<file path="config.mk">
export PLATFORM = sky130hd
export DESIGN_NAME = binning_ctrl
export DESIGN_NICKNAME = d
export VERILOG_FILES = /design/src/rtl/binning_ctrl.sv
export SDC_FILE = /design/constraint.sdc
export NUM_CORES = 1
export LEC_CHECK = 0
export BUFFER_PORTS_ARGS = -buffer_cell sky130_fd_sc_hd__buf_2
export CORE_ASPECT_RATIO = 0.5
export CORE_UTILIZATION = 25
export DETAILED_ROUTE_END_ITERATION = 7
export PLACE_DENSITY = 0.45
export SYNTH_ARGS = -nofsm -noshare
export SYNTH_HDL_FRONTEND = slang
export SYNTH_SLANG_ARGS = --single-unit
</file>
<file path="constraint.sdc">
create_clock -name clk -period 2.55 [get_ports clk]
set_clock_uncertainty 0.15 [all_clocks]
set_input_delay 0.3825 -clock clk [delete_from_list [all_inputs] [get_ports clk]]
set_output_delay 0.3825 -clock clk [all_outputs]
set_load 0.005 [all_outputs]
</file>
<file path="src/rtl/binning_ctrl.sv">
// binning_ctrl: frame-synchronous bypass control and frame geometry measurement
// for the binning datapath. Configuration changes are deferred to a drained
// vertical blank, and each measured frame reports its width, height and any
// line-length inconsistency.
module binning_ctrl #(
  parameter int LINE_SIZE_MAX   = 4096,
  parameter int FRAME_LINES_MAX = 4096
) (
  input  logic                                 clk,
  input  logic                                 rst,
  input  logic                                 cfg_bypass_i,
  input  logic                                 cfg_valid_i,
  output logic                                 cfg_ready_o,
  input  logic                                 de_i,
  input  logic                                 hs_i,
  input  logic                                 vs_i,
  input  logic                                 dp_vs_i,
  output logic                                 bypass_o,
  output logic                                 cfg_apply_o,
  output logic [$clog2(LINE_SIZE_MAX+1)-1:0]   frame_w_o,
  output logic [$clog2(FRAME_LINES_MAX+1)-1:0] frame_h_o,
  output logic                                 stat_valid_o,
  output logic                                 line_err_o,
  input  logic                                 err_clr_i
);

  localparam int WW = $clog2(LINE_SIZE_MAX + 1);
  localparam int HW = $clog2(FRAME_LINES_MAX + 1);
  localparam logic [WW-1:0] PIX_MAX  = WW'(LINE_SIZE_MAX);
  localparam logic [HW-1:0] LINE_MAX = HW'(FRAME_LINES_MAX);

  typedef enum logic [1:0] {
    SYNC   = 2'd0,
    BLANK  = 2'd1,
    ACTIVE = 2'd2
  } state_t;

  state_t        state;
  state_t        state_nxt;
  logic          pending;
  logic          pend_val;
  logic          hs_prev;
  logic [WW-1:0] pix_cnt;
  logic [HW-1:0] line_cnt;
  logic [WW-1:0] width_ref;

  logic          in_active;
  logic          frame_end;
  logic          pix_inc;
  logic          line_end;
  logic          err_set;
  logic          do_apply;
  logic          cfg_accept;
  logic [HW-1:0] line_cnt_nxt;
  logic [WW-1:0] width_nxt;

  // The slot is only offered once reset has been released.
  assign cfg_ready_o = rst & ~pending;

  // Frame-tracking state register.
  always_ff @(posedge clk) begin
    if (!rst) state <= SYNC;
    else      state <= state_nxt;
  end

  // Next-state: SYNC waits for a blank so a partially seen frame is skipped.
  always_comb begin
    state_nxt = state;
    case (state)
      SYNC:    if (!vs_i) state_nxt = BLANK;
      BLANK:   if (vs_i)  state_nxt = ACTIVE;
      ACTIVE:  if (!vs_i) state_nxt = BLANK;
      default: state_nxt = SYNC;
    endcase
  end

  // Line/frame events; an open line is closed by the frame-end cycle itself.
  always_comb begin
    in_active    = (state == ACTIVE);
    frame_end    = in_active && !vs_i;
    pix_inc      = in_active && vs_i && de_i && !hs_i;
    line_end     = in_active && (pix_cnt != '0) && (frame_end || (hs_i && !hs_prev));
    do_apply     = (state == BLANK) && pending && !vs_i && !dp_vs_i;
    cfg_accept   = cfg_valid_i && cfg_ready_o;
    line_cnt_nxt = line_cnt;
    width_nxt    = width_ref;
    if (line_end && (line_cnt != LINE_MAX)) line_cnt_nxt = line_cnt + HW'(1);
    if (line_end && (line_cnt == '0))       width_nxt    = pix_cnt;
    err_set = (pix_inc && (pix_cnt == PIX_MAX)) ||
              (line_end && (line_cnt == LINE_MAX)) ||
              (line_end && (line_cnt != '0) && (pix_cnt != width_ref));
  end

  // Request slot and deferred application of the bypass value.
  always_ff @(posedge clk) begin
    if (!rst) begin
      pending     <= 1'b0;
      pend_val    <= 1'b0;
      bypass_o    <= 1'b0;
      cfg_apply_o <= 1'b0;
    end else begin
      cfg_apply_o <= 1'b0;
      if (cfg_accept) begin
        pending  <= 1'b1;
        pend_val <= cfg_bypass_i;
      end else if (do_apply) begin
        pending     <= 1'b0;
        bypass_o    <= pend_val;
        cfg_apply_o <= 1'b1;
      end
    end
  end

  // Pixel, line and reference-width counters; all cleared outside ACTIVE.
  always_ff @(posedge clk) begin
    if (!rst) begin
      hs_prev   <= 1'b0;
      pix_cnt   <= '0;
      line_cnt  <= '0;
      width_ref <= '0;
    end else begin
      hs_prev <= hs_i;
      if (!in_active || frame_end) begin
        pix_cnt   <= '0;
        line_cnt  <= '0;
        width_ref <= '0;
      end else begin
        if (line_end)                               pix_cnt <= '0;
        else if (pix_inc && (pix_cnt != PIX_MAX))   pix_cnt <= pix_cnt + WW'(1);
        line_cnt  <= line_cnt_nxt;
        width_ref <= width_nxt;
      end
    end
  end

  // Frame statistics, published the cycle after the frame closes.
  always_ff @(posedge clk) begin
    if (!rst) begin
      frame_w_o    <= '0;
      frame_h_o    <= '0;
      stat_valid_o <= 1'b0;
    end else begin
      stat_valid_o <= frame_end;
      if (frame_end) begin
        frame_w_o <= width_nxt;
        frame_h_o <= line_cnt_nxt;
      end
    end
  end

  // Sticky error flag; a new error in the clear cycle keeps it set.
  always_ff @(posedge clk) begin
    if (!rst)           line_err_o <= 1'b0;
    else if (err_set)   line_err_o <= 1'b1;
    else if (err_clr_i) line_err_o <= 1'b0;
  end

endmodule

</file>
==> results of run 1 <==
==> worst max-delay path: stages, from the launching register on <==
cell and delay [ps]:
dfxtp_1 330, inv_1 90, ha_1 140, nor4b_2 210, and3_1 230, nand4b_2 530, mux2i_1 400, a21oi_1 100
==> cells in the mapped netlist, drive strengths merged (3+ instances only) <==
cell type	instances	share of area, %
dfxtp	74	47
nor2	51	6.1
a21oi	30	4.9
o21ai	26	4.1
xnor2	20	5.6
xor2	17	4.7
nand3	16	2.5
mux2i	15	4.8
nand4	15	3.0
clkbuf	13	1.6
inv	11	1.3
nand2	9	1.1
buf	7	1.3
and2	6	1.2
nand2b	6	1.2
nor3	6	0.96
and3	5	1.0
ha	4	1.6
nor2b	4	0.80
nor4	3	0.80
==> state kept, by name, indices dropped and copies added (netlist names) <==
signal / cells
pend_val: 1
bypass_o: 1
frame_w_o: 13
line_err_o: 1
stat_valid_o: 1
line_cnt: 13
pix_cnt: 13
cfg_apply_o: 1
width_ref: 13
frame_h_o: 13
pending: 1
state: 2
hs_prev: 1
==> routing by layer <==
metal | part of all wire (%) | global-route usage, % | vias up
met5 | 0 | 0 | -
met4 | 1.1 | 4.571 | 0
met3 | 2.7 | 3.677 | 5
met2 | 43 | 18.31 | 22
met1 | 53 | 16.31 | 1113
li1 | - | - | 1269
==> area by class of cell <==
type | count | share of cell area, %
sequential | 74 | 38.82
clock inverter | 2 | 0.2623
clock buffer | 14 | 7.180
inverter | 11 | 1.082
timing repair buffer | 49 | 7.082
tap | 165 | 5.410
multi-input combinational | 245 | 40.16
==> report_power, final <==
part	switching, mW	internal, mW	total [mW]
Clock	0.454	0.735	1.19
Sequential	0.00758	1.17	1.18
Combinational	0.0338	0.0241	0.0579
==> path summary, 6_finish.rpt <==
path / startpoint / depth (start not counted) / end
worst max-delay path: line_cnt[0] / 7 / frame_w_o[4]
worst min-delay path: cfg_bypass_i / 3 / pend_val
worst max register to register: line_cnt[0] / 7 / frame_w_o[4]
worst min register to register: frame_h_o[10] / 2 / frame_h_o[10]
==> logic make-up after synthesis <==
kind of cell             synth area share (%)
AO/OA/AOI/OAI                           10.07
XOR/XNOR                                10.31
adder cells (fa/ha/maj)                 1.592
buffers and inverters                   4.180
flip-flops                              47.13
multiplexers                            4.777
AND/OR/NAND/NOR                         21.93
==> summary.txt, run 1 <==
Outcome
  – Status: finished, final reports clean

Synthesis
  – Async S/R FF share, synth: 0%
  – Post-synth EDFFs: 0
  – Cell Area, Synth: around 3100 um^2
  – Syn avg cell area: around 9 um^2
  – Synth Warn #: 0
  – Syn Nets: approximately 360
  – Syn Inst Count: 350
  – Synthesized flop and latch total: 74
  – Synth cell types: 35
  – Sequential area share after synthesis: 47.13%
  – Synth Flop Type: dfxtp_1

Place
  – Cell Area, Placed: about 3500 um^2
  – Port buffer count: 39
  – Total placed cells including tap cells: 544
  – Setup slack at placement: between 150 and 200 ps
  – Dpl hpwl: about 5.0 mm
  – RePlAce Congestion: between 0.7 and 0.8

Critical path
  – Reg2reg setup slack: about 220 ps
  – Critical path launch point type: flip-flop
  – Crit Path Class: flip-flop to flip-flop
  – Data required, critical path: ~2600 ps
  – Worst-path maximum fanout: 13
  – Endpoint class of the critical path: flip-flop
  – CP arrival: 2390 ps

Die
  – Row count: 28
  – Initial Util: between 20% and 30%
  – Core Region: 12020 um^2
  – Chip width: between 150 and 200 um
  – IO Count: 40
  – Die height: approximately 81 um
  – Die area: about 13000 um^2

Global route
  – Global route overflow: 0
  – Largest net degree at the start of global routing: 48
  – Initial antenna violation count: 0
  – Vias in the first global route: 2368
  – First-pass GRT wire length: 12.16 mm
  – Global Route Usage Sum: 12.15%

STA
  – Slew Limit Fails: 0
  – Minimum clock period: 2334 ps
  – FMAX: approximately 430 MHz
  – Slew headroom: a little under three fifths
  – Final hold viol count: 0
  – RSZ-0062 raised after global routing: no
  – Slew @ Worst Pin: between 600 and 700 ps
  – Fin Setup TNS: 0 ps
  – WHS: 134.8 ps
  – Final WS setup: 216.2 ps
  – Endpoints failing setup: 0
  – Crit share post-route: between 90 and 100%

Routing
  – Wire per inst: 12.83 um
  – Initial DRC count: between 90 and 100
  – Post-route ant nets: 0
  – TritonRoute pass-1 iters: 4
  – Detailed-route DRC error count: 0
  – Total Routed Length: between 7 and 8 mm
  – Routed vias/inst: around 4.3
  – Via count: roughly 2400

Cells and area
  – Nets: between 400 and 500
  – Register area: 1481 um^2
  – Fin util: between 30% and 40%
  – N_diodes: 0
  – Filler Cells Inserted: about 1300
  – Syn-to-layout area delta: 21.42%
  – Commonest non-fill, non-tap cells in the layout: dfxtp_1, nor2_1, buf_2, a21oi_1, o21ai_0
  – Commonest non-fill, non-tap cell in the layout: dfxtp_1
  – Fin cells: 560
  – Ratio of cells with drive above 1 in the final layout: between 15 and 20%
  – Design area: 3816 um^2
  – Area of the multi-input gates: between 1500 and 2000 um^2

Power and ir drop
  – Overall Power: between 2 and 2.5 mW
  – Cell Pwr Density: around 640 nW/um^2
  – Worst vdd ir: 0.3060 mV
  – Leakage power: 1.548 nW

Clock tree
  – Setup Buffers After CTS: 0
  – Clock tree buffer depth: 2
  – H-tree Lvls: 3
  – Worst skew pair latency: 330 ps
  – CTS clk-pin slew, worst paths: 50 ps
  – Hold Buf Count CTS: 0
  – CTS root buffer: clkbuf_16
  – Post_cts resized: 0
  – Clk sinks: 74
  – TritonCTS clock tree: yes
  – Clock buffer count from CTS: 9

Min path
  – Worst Hold Class: input pin to flip-flop

Flow run
  – Max Cap Viol: 0
(Power assumes the default switching activity.)
==> run 2: changes to the inputs <==
--- a/config.mk
+++ b/config.mk
@@ -9,6 +9,7 @@
 export CORE_ASPECT_RATIO = 0.5
 export CORE_UTILIZATION = 25
 export DETAILED_ROUTE_END_ITERATION = 7
+export GPL_TIMING_DRIVEN = 0
 export PLACE_DENSITY = 0.45
 export SYNTH_ARGS = -nofsm -noshare
 export SYNTH_HDL_FRONTEND = slang
==> run 2 against run 1 <==
Setup slack gained 120 ps. Utilization grew 0.28 points. Sequential share of layout area shrank 0.34 points. Critical path depth grew 1. Maximum frequency grew 5.3%. Register-to-register slack gained 120 ps. Global-route usage grew 0.15 points. Final cell count grew 1.6%. Combinational power grew 4.7%. Worst hold slack lost 1.4 ps. Sequential power is essentially flat. Critical path type unchanged. Largest cell class unchanged. Largest power group unchanged.
==> summary.txt, run 2 (synthesis gave the netlist of run 1 again) <==
Outcome
  – Status: finished, final reports clean

Die
  – Row count: 28
  – Die area: roughly 13000 um^2
  – Chip width: approximately 160 um
  – IO Count: 40
  – Core Region: 12020 um^2
  – Die height: between 80 and 90 um
  – Initial Util: between 20% and 30%

STA
  – Crit share post-route: 86.90%
  – Final hold viol count: 0
  – Minimum clock period: 2216 ps
  – Fin Setup TNS: 0 ps
  – Endpoints failing setup: 0
  – FMAX: roughly 450 MHz
  – Slew @ Worst Pin: 570.4 ps
  – Slew Limit Fails: 0
  – RSZ-0062 raised after global routing: no
  – Final WS setup: roughly 330 ps
  – Slew headroom: 61.97%

Cells and area
  – Nets: 413
  – Syn-to-layout area delta: 22.49%
  – Ratio of cells with drive above 1 in the final layout: around 17%
  – Design area: between 3000 and 4000 um^2
  – Fin cells: approximately 570
  – Fin util: 32.04%
  – Commonest non-fill, non-tap cells in the layout: dfxtp_1, nor2_1, buf_2, a21oi_1, o21ai_0
  – N_diodes: 0
  – Commonest non-fill, non-tap cell in the layout: dfxtp_1

Critical path
  – WP buf/inv: 2
  – Crit Path Class: flip-flop to flip-flop
  – RR Startpoint: pix_cnt[0]
  – Worst-path maximum fanout: 10
  – FF-to-FF path depth: 8
  – Delay-heaviest family, CP: simple AND/OR/NAND/NOR gates
  – Endpoint class of the critical path: flip-flop
  – CP arrival: approximately 2300 ps
  – Worst Setup SP: pix_cnt[0]
  – Reg-to-reg endpoint: frame_w_o[8]
  – CP max-delay cell: dfxtp_1
  – Data required, critical path: around 2600 ps
  – Crit. path cell count: 8
  – Crit path cell chain: inv_1, ha_1, nor4b_4, nand4b_2, nand4b_2, buf_6, mux2i_1, a21oi_1
  – Reg2reg setup slack: 330 ps
  – Critical path's most frequent cell: nand4b_2
  – Critical path launch point type: flip-flop
  – Critical path endpoint: frame_w_o[8]
  – CP max stage delay: ~370 ps

Global route
  – Initial antenna violation count: 0
  – First-pass GRT wire length: around 12 mm
  – Global Route Usage Sum: roughly an eighth
  – Largest net degree at the start of global routing: 12
  – Global route overflow: 0
  – Vias in the first global route: about 2400

Power and ir drop
  – Worst vdd ir: roughly 0.33 mV
  – Cell Pwr Density: approximately 660 nW/um^2
  – Leakage power: ~1.6 nW

Clock tree
  – Clk sinks: 74
  – Clock tree buffer depth: 2
  – Hold Buf Count CTS: 0
  – Post_cts resized: 0
  – Worst skew pair latency: roughly 330 ps
  – TritonCTS clock tree: yes
  – H-tree Lvls: 3
  – Setup Buffers After CTS: 0
  – CTS root buffer: clkbuf_16
  – Clock buffer count from CTS: 9
  – CTS clk-pin slew, worst paths: 50 ps

Routing
  – TritonRoute pass-1 iters: 4
  – Via count: 2493
  – Detailed-route DRC error count: 0
  – Wire per inst: roughly 13 um
  – Total Routed Length: 7.544 mm
  – Post-route ant nets: 0
  – Initial DRC count: 100
  – Routed vias/inst: 4.381

Place
  – RePlAce Congestion: between 0.7 and 0.8
  – Port buffer count: 39
  – Setup slack at placement: between 150 and 200 ps
  – Cell Area, Placed: ~3500 um^2
  – Total placed cells including tap cells: around 550
  – Dpl hpwl: about 5.5 mm

Min path
  – Worst Hold Class: input pin to flip-flop

Flow run
  – Max Cap Viol: 0
[run 2: cell count changes in the layout (fill, tap and decap cells not counted)]
cell | before | now
bufinv_16 | 0 | 1
buf_6 | 0 | 1
nor2_2 | 1 | 0
buf_4 | 10 | 0
buf_2 | 39 | 45
clkinv_2 | 2 | 1
nor2_1 | 50 | 51
clkbuf_1 | 2 | 14
[run 2: worst min-delay path: stages]
cell and delay (ps):
buf_2 70, mux2i_1 50, nor2_1 70
[run 2: layer usage]
metal  vias to the layer above  track usage, %  wire length, um
met1                      1159           16.37             3975
met4                         0           4.857              106
li1                       1300               -                -
met3                        11           3.626              231
met5                         -               0                0
met2                        23           18.74             3231
[run 2: worst min-delay path by stage]
stage                   from             to  slack (ps)  depth (start not counted)
6_report        cfg_bypass_i       pend_val         130                          3
5_1_grt          cfg_valid_i        pending         140                          2
4_1_cts         cfg_bypass_i       pend_val         130                          3
3_5_place_dp   frame_h_o[11]  frame_h_o[11]         310                          2
3_3_place_gp   frame_h_o[10]  frame_h_o[10]         310                          2
2_1_floorplan  frame_h_o[10]  frame_h_o[10]         300                          2
[run 2: where the power goes]
group | switching [mW] | leakage [nW] | internal [mW]
clock | 0.460 | 0.152 | 0.830
sequential | 0.00767 | 0.598 | 1.17
combinational | 0.0364 | 0.810 | 0.0243
total | 0.504 | 1.56 | 2.02
[run 2: through the flow]
step,hold WS (ps),total power [mW]
global placement,306.2,1.263
CTS,126.9,2.563
global route,135.4,2.620
finish,133.4,2.528
floorplan,303.2,1.233
detailed placement,309.3,1.263
[run 2: area by class of cell]
class	count	area (um^2)
Timing Repair Buffer	39	195.2
Clock buffer	13	270.3
Fill cell	1276	8167
Tap cell	165	206.4
Buffer	20	90.09
Multi-Input combinational cell	245	1530
Clock inverter	2	35.03
Sequential cell	74	1481
Inverter	11	41.29
==> run 3: changes to the inputs <==
--- a/config.mk
+++ b/config.mk
@@ -7,10 +7,11 @@
 export LEC_CHECK = 0
 export BUFFER_PORTS_ARGS = -buffer_cell sky130_fd_sc_hd__buf_2
 export CORE_ASPECT_RATIO = 0.5
-export CORE_UTILIZATION = 25
+export CORE_UTILIZATION = 40
 export DETAILED_ROUTE_END_ITERATION = 7
 export GPL_TIMING_DRIVEN = 0
-export PLACE_DENSITY = 0.45
+export PLACE_DENSITY = 0.63
+export REMOVE_ABC_BUFFERS = 1
 export SYNTH_ARGS = -nofsm -noshare
 export SYNTH_HDL_FRONTEND = slang
 export SYNTH_SLANG_ARGS = --single-unit
==> run 3 against run 2 <==
Cell area decreased by 3.4%. Maximum frequency decreased by 5.1%. Sequential cell count unchanged. Total power decreased by 3.7%. Die area decreased by 37%. First-iteration DRC count increased by 37%. Sequential power about the same. Non-clock buffer count decreased by 19. Clock-buffer cell count decreased by 3. Sequential share of layout area increased by 1.4 points. Final cell count decreased by 13%. Critical path type unchanged. Highest routed layer unchanged.
==> summary.txt, run 3 (synthesis gave the netlist of run 1 again) <==
Critical path
  – Critical path launch point type: flip-flop
  – Worst Setup SP: pix_cnt[0]
  – Data required, critical path: 2580 ps
  – Endpoint class of the critical path: flip-flop
  – Worst-path maximum fanout: 14
  – RR Startpoint: pix_cnt[0]
  – CP arrival: 2360 ps
  – Crit Path Class: flip-flop to flip-flop

Min path
  – Worst Hold Class: input pin to flip-flop
  – Hold Startpoint: hs_i

Clock tree
  – CTS root buffer: clkbuf_16
  – Clock tree buffer depth: 2
  – Clk sinks: 74
  – TritonCTS clock tree: yes
  – Worst skew pair latency: ~330 ps
  – Hold Buf Count CTS: 0
  – CTS clk-pin slew, worst paths: approximately 60 ps
  – Clock buffer count from CTS: 9
  – H-tree Lvls: 3

Die
  – Chip width: about 130 um
  – Initial Util: a little over two fifths
  – Die height: between 60 and 70 um
  – Row count: 22
  – Core Region: ~7500 um^2
  – Die area: around 8000 um^2
  – IO Count: 40

Routing
  – Total Routed Length: ~6.4 mm
  – Routed vias/inst: roughly 4.9
  – Via count: 2435
  – Post-route ant nets: 0
  – Initial DRC count: about 140
  – Wire per inst: about 13 um
  – Detailed-route DRC error count: 0
  – TritonRoute pass-1 iters: 4

Cells and area
  – Syn-to-layout area delta: 18.31%
  – Fin util: around 50%
  – N_diodes: 0
  – Commonest non-fill, non-tap cells in the layout: dfxtp_1, nor2_1, buf_2, a21oi_1, o21ai_0
  – Filler Cells Inserted: slightly above 700
  – Register area: between 1000 and 1500 um^2
  – Nets: roughly 390
  – Area of the multi-input gates: 1559 um^2
  – Commonest non-fill, non-tap cell in the layout: dfxtp_1
  – Ratio of cells with drive above 1 in the final layout: between 15 and 20%

Global route
  – Initial antenna violation count: 0
  – Vias in the first global route: 2446
  – Largest net degree at the start of global routing: 48
  – Global route overflow: 0
  – First-pass GRT wire length: 11.07 mm
  – Global Route Usage Sum: between 10% and 20%

STA
  – Fin Setup TNS: 0 ps
  – WHS: roughly 130 ps
  – Slew @ Worst Pin: 911.0 ps
  – Crit share post-route: just over 90%
  – Minimum clock period: 2336 ps
  – Endpoints failing setup: 0
  – RSZ-0062 raised after global routing: no
  – Slew Limit Fails: 0
  – Final hold viol count: 0
  – Slew headroom: between 30% and 40%
  – FMAX: about 430 MHz

Power and ir drop
  – Worst vdd ir: 0.3093 mV
  – Cell Pwr Density: between 600 and 700 nW/um^2
  – Leakage power: around 1.5 nW

Flow run
  – Max Cap Viol: 0

Place
  – Dpl hpwl: around 4.2 mm
  – RePlAce Congestion: between 0.8 and 0.9
  – Port buffer count: 39

Outcome
  – Status: finished, final reports clean
==> run 3: cell types whose count changed in the layout (fill, tap and decap cells not counted), moves of 3 or more <==
cell,before,now
buf_2,45,39
clkbuf_1,14,1
clkbuf_8,3,0
clkinv_2,1,4
==> run 3: cell type report <==
| cell class | count | share of cell area (%) |
|---|---|---|
| Sequential cell | 74 | 39.84 |
| Inverter | 11 | 1.110 |
| Multi-Input combinational cell | 245 | 41.92 |
| Clock inverter | 6 | 1.548 |
| Clock buffer | 10 | 6.157 |
| Timing Repair Buffer | 40 | 5.787 |
| Tap cell | 108 | 3.634 |
==> run 3: path summary, 6_finish.rpt <==
| kind | end | slack (ps) | cells after the start |
|---|---|---|---|
| max reg2reg | frame_w_o[2] | 210 | 8 |
| max | frame_w_o[2] | 210 | 8 |
| min reg2reg | frame_h_o[10] | 330 | 2 |
| min | hs_prev | 130 | 2 |
==> run 3: power breakdown <==
part,leakage [nW],internal [mW],switching [mW]
sequential,0.598,1.17,0.00704
combinational,0.767,0.0226,0.0344
clock,0.142,0.749,0.451
total,1.51,1.94,0.493
==> run 3: what timing repair did <==
item / in CTS / in global routing
buffers inserted: 0 / 1
endpoints found under the setup margin: 37 / 9
cloned: 0 / 0
resized for setup: 2 / 1
pin swaps: 0 / 1
==> run 3: metrics by stage <==
step	worst slack, ps	instance area, um^2	total power, mW	std cells
2_1_floorplan	238.2	3053	1.226	330
3_3_place_gp	-587.6	3383	1.255	477
3_5_place_dp	-430.0	3391	1.257	477
4_1_cts	162.4	3691	2.456	493
5_1_grt	11.31	3719	2.524	494
6_report	213.9	3719	2.434	494
==> run 3: critical path: stages (launching register included) <==
cell	delay, ps
dfxtp_1	360
inv_1	120
ha_1	150
nor4b_4	230
nand4b_2	400
nand4b_4	260
buf_12	180
mux2i_1	240
a21oi_1	90
==> run 3: layer usage <==
layer | up-vias | global-route usage [%] | share of wire [%]
met5 | - | 0 | 0
met4 | 0 | 6.101 | 1.0
met3 | 8 | 5.780 | 3.4
met2 | 30 | 29.71 | 48
met1 | 1141 | 20.10 | 48
li1 | 1256 | - | -
